## config.mk

```make
export PLATFORM = sky130hd
export DESIGN_NAME = serial_adder
export DESIGN_NICKNAME = d
export VERILOG_FILES = /design/src/rtl/serial_adder.sv
export SDC_FILE = /design/constraint.sdc
export NUM_CORES = 1
export LEC_CHECK = 0
export CAP_MARGIN = 20
export CORE_AREA = 8 8 64 66
export CTS_BUF_LIST = sky130_fd_sc_hd__clkbuf_8
export DETAILED_ROUTE_END_ITERATION = 16
export DIE_AREA = 0 0 72 74
export PLACE_DENSITY = 0.79
export SETUP_SLACK_MARGIN = 0.2
export SLEW_MARGIN = 20
export SYNTH_ARGS = -nofsm -noshare
export SYNTH_HDL_FRONTEND = slang
export SYNTH_SLANG_ARGS = --single-unit
```

## constraint.sdc

```tcl
create_clock -name clk -period 1.6 [get_ports clk]
set_input_delay 0.32 -clock clk [delete_from_list [all_inputs] [get_ports clk]]
set_output_delay 0.32 -clock clk [all_outputs]
set_load 0.01 [all_outputs]
```

## src/rtl/serial_adder.sv

```systemverilog
// Bit-serial adder/subtractor: one full adder plus a carry flip-flop, LSB first,
// WIDTH+2 cycles per operation (load, WIDTH bit steps, done).
module serial_adder #(
    parameter int WIDTH = 8
) (
    input  logic             clk,
    input  logic             rst,
    input  logic             start,
    input  logic             sub,
    input  logic [WIDTH-1:0] a,
    input  logic [WIDTH-1:0] b,
    output logic             busy,
    output logic             done,
    output logic [WIDTH-1:0] sum,
    output logic             carry,
    output logic             overflow
);

    localparam int CW = (WIDTH > 1) ? $clog2(WIDTH) : 1;

    typedef enum logic [1:0] {
        IDLE = 2'd0,
        RUN  = 2'd1,
        DONE = 2'd2
    } state_t;

    state_t           state_q;
    logic [WIDTH-1:0] a_q;
    logic [WIDTH-1:0] b_q;
    logic [WIDTH-1:0] sum_q;
    logic [CW-1:0]    cnt_q;
    logic             cin_q;
    logic             carry_q;
    logic             ovf_q;
    logic             busy_q;
    logic             done_q;

    logic bit_s;
    logic bit_co;
    logic last_bit;

    assign bit_s    = a_q[0] ^ b_q[0] ^ cin_q;
    assign bit_co   = (a_q[0] & b_q[0]) | (a_q[0] & cin_q) | (b_q[0] & cin_q);
    assign last_bit = (cnt_q == CW'(WIDTH - 1));

    always_ff @(posedge clk or posedge rst) begin
        if (rst) begin
            state_q <= IDLE;
            a_q     <= '0;
            b_q     <= '0;
            sum_q   <= '0;
            cnt_q   <= '0;
            cin_q   <= 1'b0;
            carry_q <= 1'b0;
            ovf_q   <= 1'b0;
            busy_q  <= 1'b0;
            done_q  <= 1'b0;
        end else begin
            case (state_q)
                IDLE: begin
                    done_q <= 1'b0;
                    if (start) begin
                        // Subtraction is a + ~b + 1: the +1 enters through the carry flip-flop.
                        a_q     <= a;
                        b_q     <= sub ? ~b : b;
                        cin_q   <= sub;
                        cnt_q   <= '0;
                        busy_q  <= 1'b1;
                        state_q <= RUN;
                    end
                end
                RUN: begin
                    sum_q <= {bit_s, sum_q[WIDTH-1:1]};
                    a_q   <= a_q >> 1;
                    b_q   <= b_q >> 1;
                    cin_q <= bit_co;
                    if (last_bit) begin
                        // cin_q here is the carry into the MSB.
                        carry_q <= bit_co;
                        ovf_q   <= cin_q ^ bit_co;
                        cnt_q   <= '0;
                        busy_q  <= 1'b0;
                        done_q  <= 1'b1;
                        state_q <= DONE;
                    end else begin
                        cnt_q <= cnt_q + CW'(1);
                    end
                end
                DONE: begin
                    done_q  <= 1'b0;
                    state_q <= IDLE;
                end
                default: begin
                    busy_q  <= 1'b0;
                    done_q  <= 1'b0;
                    state_q <= IDLE;
                end
            endcase
        end
    end

    assign busy     = busy_q;
    assign done     = done_q;
    assign sum      = sum_q;
    assign carry    = carry_q;
    assign overflow = ovf_q;

endmodule
```

==> results of run 1 <==
==> worst max-delay path, cell delays in order, from the launching register on <==
cell and delay [ns]:
dfrtp_1 0.40, fa_2 0.42, xor2_1 0.15, mux2_4 0.26
==> layer usage <==
metal	up-vias	routed length, um	track usage (%)
li1	551	-	-
met1	559	1390	15.1
met2	33	1460	22.7
met3	8	213	5.66
met4	0	76	6.35
met5	-	0	0
==> sequential cells by signal, summed over array words and instances, names as in the netlist <==
signal,flops
a_q,8
b_q,8
busy,1
carry,1
cin_q,1
cnt_q,3
done,1
overflow,1
state_q,2
sum,8
==> final timing paths <==
check / end / slack (ns) / cells past startpoint
min reg2reg: busy / 0.47 / 1
max in group asynchronous: cnt_q[0] / 0.87 / 3
min: cnt_q[2] / 0.44 / 3
max reg2reg: overflow / 0.25 / 3
min in group clk: b_q[7] / 0.47 / 3
max: overflow / 0.25 / 3
==> metrics by stage <==
step	setup slack [ns]	utilization, %	setup TNS (ns)
6_report	0.252	64.7	0
2_1_floorplan	0.211	-	0
3_5_place_dp	-0.0862	61.3	-0.435
3_3_place_gp	-0.0311	61.3	-0.0694
5_1_grt	0.199	64.7	0
4_1_cts	0.212	63.5	0
==> cell families after synthesis <==
logic type | Yosys count
DFF | 34
muxes | 10
adders and majority gates | 3
buffers and inverters | 11
and+or+nand+nor | 33
AOI/OAI and AO/OA | 35
xor gates and xnor gates | 9
==> cells in the mapped netlist, drive strengths merged <==
cell type	n	area (um^2)
a21o	1	7.51
a32oi	5	43.8
nor3b	1	12.5
fa	1	20.0
ha	2	25.0
xor2	9	78.8
dfrtp	34	851
a22o	3	26.3
nor2	2	7.51
o21ai	12	60.1
nand2	24	92.6
a31oi	1	6.26
nand2b	2	12.5
buf	7	43.8
o21a	1	7.51
nand3	1	5.00
a21oi	1	5.00
nor2b	3	18.8
inv	3	11.3
mux2	10	135
a22oi	10	75.1
clkbuf	1	3.75
o21bai	1	11.3
==> layout make-up <==
cell class / count / area [um^2]
Multi-Input combinational cell: 90 / 669
Inverter: 3 / 11.3
Timing Repair Buffer: 42 / 384
Fill cell: 260 / 1120
Clock buffer: 6 / 82.6
Sequential cell: 34 / 851
Tap cell: 46 / 57.6
==> report_power, final <==
part | total (mW) | switching, mW | internal, mW
sequential | 1.46 | 0.228 | 1.24
combinational | 1.50 | 0.679 | 0.824
clock | 0.606 | 0.275 | 0.331
==> timing repair <==
action                                  CTS  global route
endpoints found under the setup margin   13            15
gates cloned                              0             0
buffers inserted                          0             2
hold buffers                              0             0
pin swaps                                 0             2
resized for setup                        13             5
==> impl_metrics.tcl, run 1 <==
set metrics [dict create \
    status "finished, final reports clean" \
    worst_skew_pair.late_latency_ns 0.28 \
    port_buffers 31 \
    synth_xor_xnor_area_share_pct 5.05 \
    critPathLaunchType "register" \
    totalWireLength_mm 3.14 \
    timing.critical_path.arrival_ns 1.51 \
    drt_drc_violations_left 0 \
    post_synth_num_cell_types 27 \
    synth_top_family_by_area "compound AO/OA/AOI/OAI gates" \
    cp-end-kind "register" \
    final.setup_skew_ns 0.00524 \
    post_synth_mux_area_share_pct 8.66 \
    drt.antenna.violating_nets 0 \
    tritoncts_num_sinks 34 \
    grt_remaining_overflow 0 \
    first_global_vias 1265 \
    grt_util_all_layers_pct 13.7 \
    finalNonFillerCells 221 \
    worstPathMaxFanout 3 \
    yosys_warnings 0 \
    compound_gate_fraction_of_synth_area_pct 15.6 \
    row_count 21 \
    antennaDiodeCount 0 \
    cp.required_ns 1.76 \
    routed_via_density 5.21 \
    fraction_of_final_layout_cells_with_drive_strength_greater_than_1_pct 18.3 \
    dr.first_iter.drc_count 49 \
    postSynthRegisterBits 34 \
    grt_start_max_net_pins 35 \
    initial_antenna_violation_count 0 \
    post_synth_instance_area_um2 1560 \
    hold_slack_ns 0.436 \
    cts_tree "done" \
    power_density_nw_per_um2 1740 \
    holdCritPathClass "in -> async" \
    clockRootBuffer "clkbuf_8" \
    dp_cells 213 \
    nets 199 \
    report.power.total_mw 3.57 \
    route.vias.total 1151 \
    cts_buffers 5 \
    timing_limited_maximum_frequency_ghz 0.742 \
    irDropWorstVdd_uv 680 \
    finalCritPeriodShare_pct 84.3 \
    die_h_um 74 \
    slew-limit-headroom_pct 72.0 \
    synthCells 135 \
    grt_first_pass_wirelength_mm 5.73 \
    synth.avg_cell_area_um2 11.6 \
    rsz0062_at_grt "true" \
    start_util_pct 49.1 \
    startpoint_of_the_worst_register_to_register_path "b_q[0]" \
    final_common_cell "dfrtp_1" \
    finalCriticalPeriod_ns 1.35 \
    fp.dieArea_um2 5330 \
    place.gp.congestion 0.876 \
    h-tree-depth 2 \
    layout.cells.most_common_list "34 x dfrtp_1, 23 x nand2_1, 18 x clkdlybuf4s50_1" \
    post-route-cell-area_um2 2060 \
    clock_path_buffers 2 \
    finalSetupViolCount 0 \
    ios 32 \
    cts.clk_slew.worst_paths_ns 0.06 \
    tightestPinTransition_ns 0.420 \
    coreArea_um2 3180 \
    leakage_nw 0.971 \
    post_dp_cell_area_um2 1950 \
    worstSetupStartpoint "b_q[0]" \
    cap_violations 0 \
    finalMaxSlewViolations 0 \
    hpwlAfterDp_mm 2.31 \
    firstDrtPassIters 4 \
    synth_sequential_area_ratio_pct 54.5 \
    synthAdderAreaFrac_pct 2.89 \
    die-width_um 72 \
    area_growth_syn_to_layout_pct 31.8 \
    wl_per_cell_um 14.2 \
    yosys.area_share.simple_pct 9.54 \
    syn_nets 158 \
    timing.setup.critical_path_class "reg -> reg" \
    finalHoldViolations 0 \
]
(Power assumes the default switching activity.)
==> inputs of run 2 (changes only) <==
Clock period 1.6 ns to 1.3 ns, I/O delays scaled along.
==> impl_metrics.tcl, run 2 (synthesized netlist as in run 1, its figures left out) <==
set metrics [dict create \
    status "finished, violations left" \
    violations "setup timing" \
    layout.cells.most_common_list "34 x dfrtp_1, 23 x buf_4, 18 x clkdlybuf4s50_1" \
    final_common_cell "dfrtp_1" \
    cts.clk_slew.worst_paths_ns 0.07 \
    start_util_pct 49.1 \
    dp_worst_setup_slack_ns -0.347 \
    die_h_um 74 \
    die-width_um 72 \
    m1WireLength_mm 1.85 \
    timing.critical_path.arrival_ns 1.56 \
    clockRootBuffer "clkbuf_8" \
    finalMaxSlewViolations 0 \
    h-tree-depth 2 \
    worst_skew_pair.late_latency_ns 0.28 \
    irDropWorstVdd_uv 1200 \
    firstDrtPassIters 4 \
    wl_per_cell_um 18.5 \
    hpwlAfterDp_mm 2.54 \
    drt.antenna.violating_nets 0 \
    grt_util_all_layers_pct 16.5 \
    cp-end-kind "register" \
    slew-limit-headroom_pct 84.2 \
    row_count 21 \
    antennaDiodeCount 0 \
    drt_drc_violations_left 0 \
    tightestPinTransition_ns 0.237 \
    tritoncts_num_sinks 34 \
    rsz0062_at_grt "true" \
    fp.dieArea_um2 5330 \
    timing_limited_maximum_frequency_ghz 0.718 \
    final.setup_skew_ns 0.00609 \
    highest_layer "met4" \
    crit_path_setup_slack_layout_ns -0.0928 \
    nets 229 \
    first_global_vias 1427 \
    fraction_of_final_layout_cells_with_drive_strength_greater_than_1_pct 50.7 \
    hold_slack_ns 0.327 \
    timing.setup.critical_path_class "reg -> reg" \
    worstPathMaxFanout 4 \
    report.power.total_mw 5.81 \
    wl_met2_mm 2.50 \
    met3_length_um 224 \
    cts_buffers 5 \
    place.gp.congestion 0.733 \
    holdCritPathClass "in -> async" \
    grt_remaining_overflow 0 \
    route.vias.total 1351 \
    cap_violations 0 \
    finalHoldViolations 0 \
    totalWireLength_mm 4.68 \
    routed_via_density 5.34 \
    dr.first_iter.drc_count 52 \
    setup_total_negative_slack_ns -0.420 \
    number_of_fill_cells_in_the_layout 188 \
    cts_tree "done" \
    clock_path_buffers 2 \
    power_density_nw_per_um2 2280 \
    cp.required_ns 1.47 \
    finalSetupViolCount 6 \
    ios 32 \
    leakage_nw 1.27 \
    grt_first_pass_wirelength_mm 6.76 \
    finalCriticalPeriod_ns 1.39 \
    port_buffers 31 \
    critPathLaunchType "register" \
    finalCritPeriodShare_pct 107 \
    area_growth_syn_to_layout_pct 63.1 \
    grt_start_max_net_pins 35 \
    initial_antenna_violation_count 0 \
    coreArea_um2 3180 \
]
## run 2: cell count changes in the layout (fill, tap and decap cells not counted), moves of 8 or more
cell / previous run / this run
nand2_1: 23 / 7
buf_4: 10 / 23
o21ai_0: 12 / 0
buf_2: 0 / 11
buf_6: 1 / 12
dlygate4sd2_1: 12 / 1
nand2_2: 1 / 10
o21ai_1: 0 / 8
## run 2: worst max-delay path: stages, from the launching register on
cell and delay (ns):
dfrtp_1 0.44, buf_6 0.15, o21bai_4 0.19, buf_6 0.14, clkbuf_16 0.15, a22o_1 0.21
## run 2: path summary, 6_finish.rpt
check / slack [ns] / cells after the start / to / startpoint
max: -0.09 / 5 / cnt_q[0] / state_q[1]
min: 0.33 / 3 / sum[1] / rst
max reg2reg: -0.09 / 5 / cnt_q[0] / state_q[1]
min reg2reg: 0.48 / 1 / busy / busy
max in group asynchronous: 0.80 / 3 / sum[5] / rst
min in group clk: 0.48 / 1 / busy / busy
## run 2: cell type report
class	count	area [um^2]	area share, %
clock inverter	2	8.76	0.344
multi-input combinational	90	823	32.4
timing repair buffer	72	707	27.8
inverter	3	15.0	0.590
tap	46	57.6	2.26
sequential	34	851	33.4
clock buffer	6	82.6	3.24
## run 2: metal layers
layer / up-vias / GRT usage [%]
li1: 615 / -
met1: 686 / 18.6
met2: 40 / 28.4
met3: 10 / 5.26
met4: 0 / 6.80
met5: - / 0
## run 2: report_power, final
group          internal [mW]  switching, mW
Combinational           1.82           1.32
Clock                  0.419          0.369
Sequential              1.52          0.357
Total                   3.76           2.05
## run 2: repair_timing
item                                    4_1_cts  5_1_grt
endpoints found under the setup margin       45       36
hold buffers                                  0        0
gates cloned                                  3        1
setup buffers                                12        8
pin swaps                                    17        9
resized for setup                            75       39
## run 2: stage by stage
step                cell area, um^2  cells  util (%)
global route                   2540    253      80.0
floorplan                      1610    135         -
CTS                            2340    244      73.6
detailed placement             2090    221      65.6
global placement               2090    221      65.6
finish                         2540    253      80.0
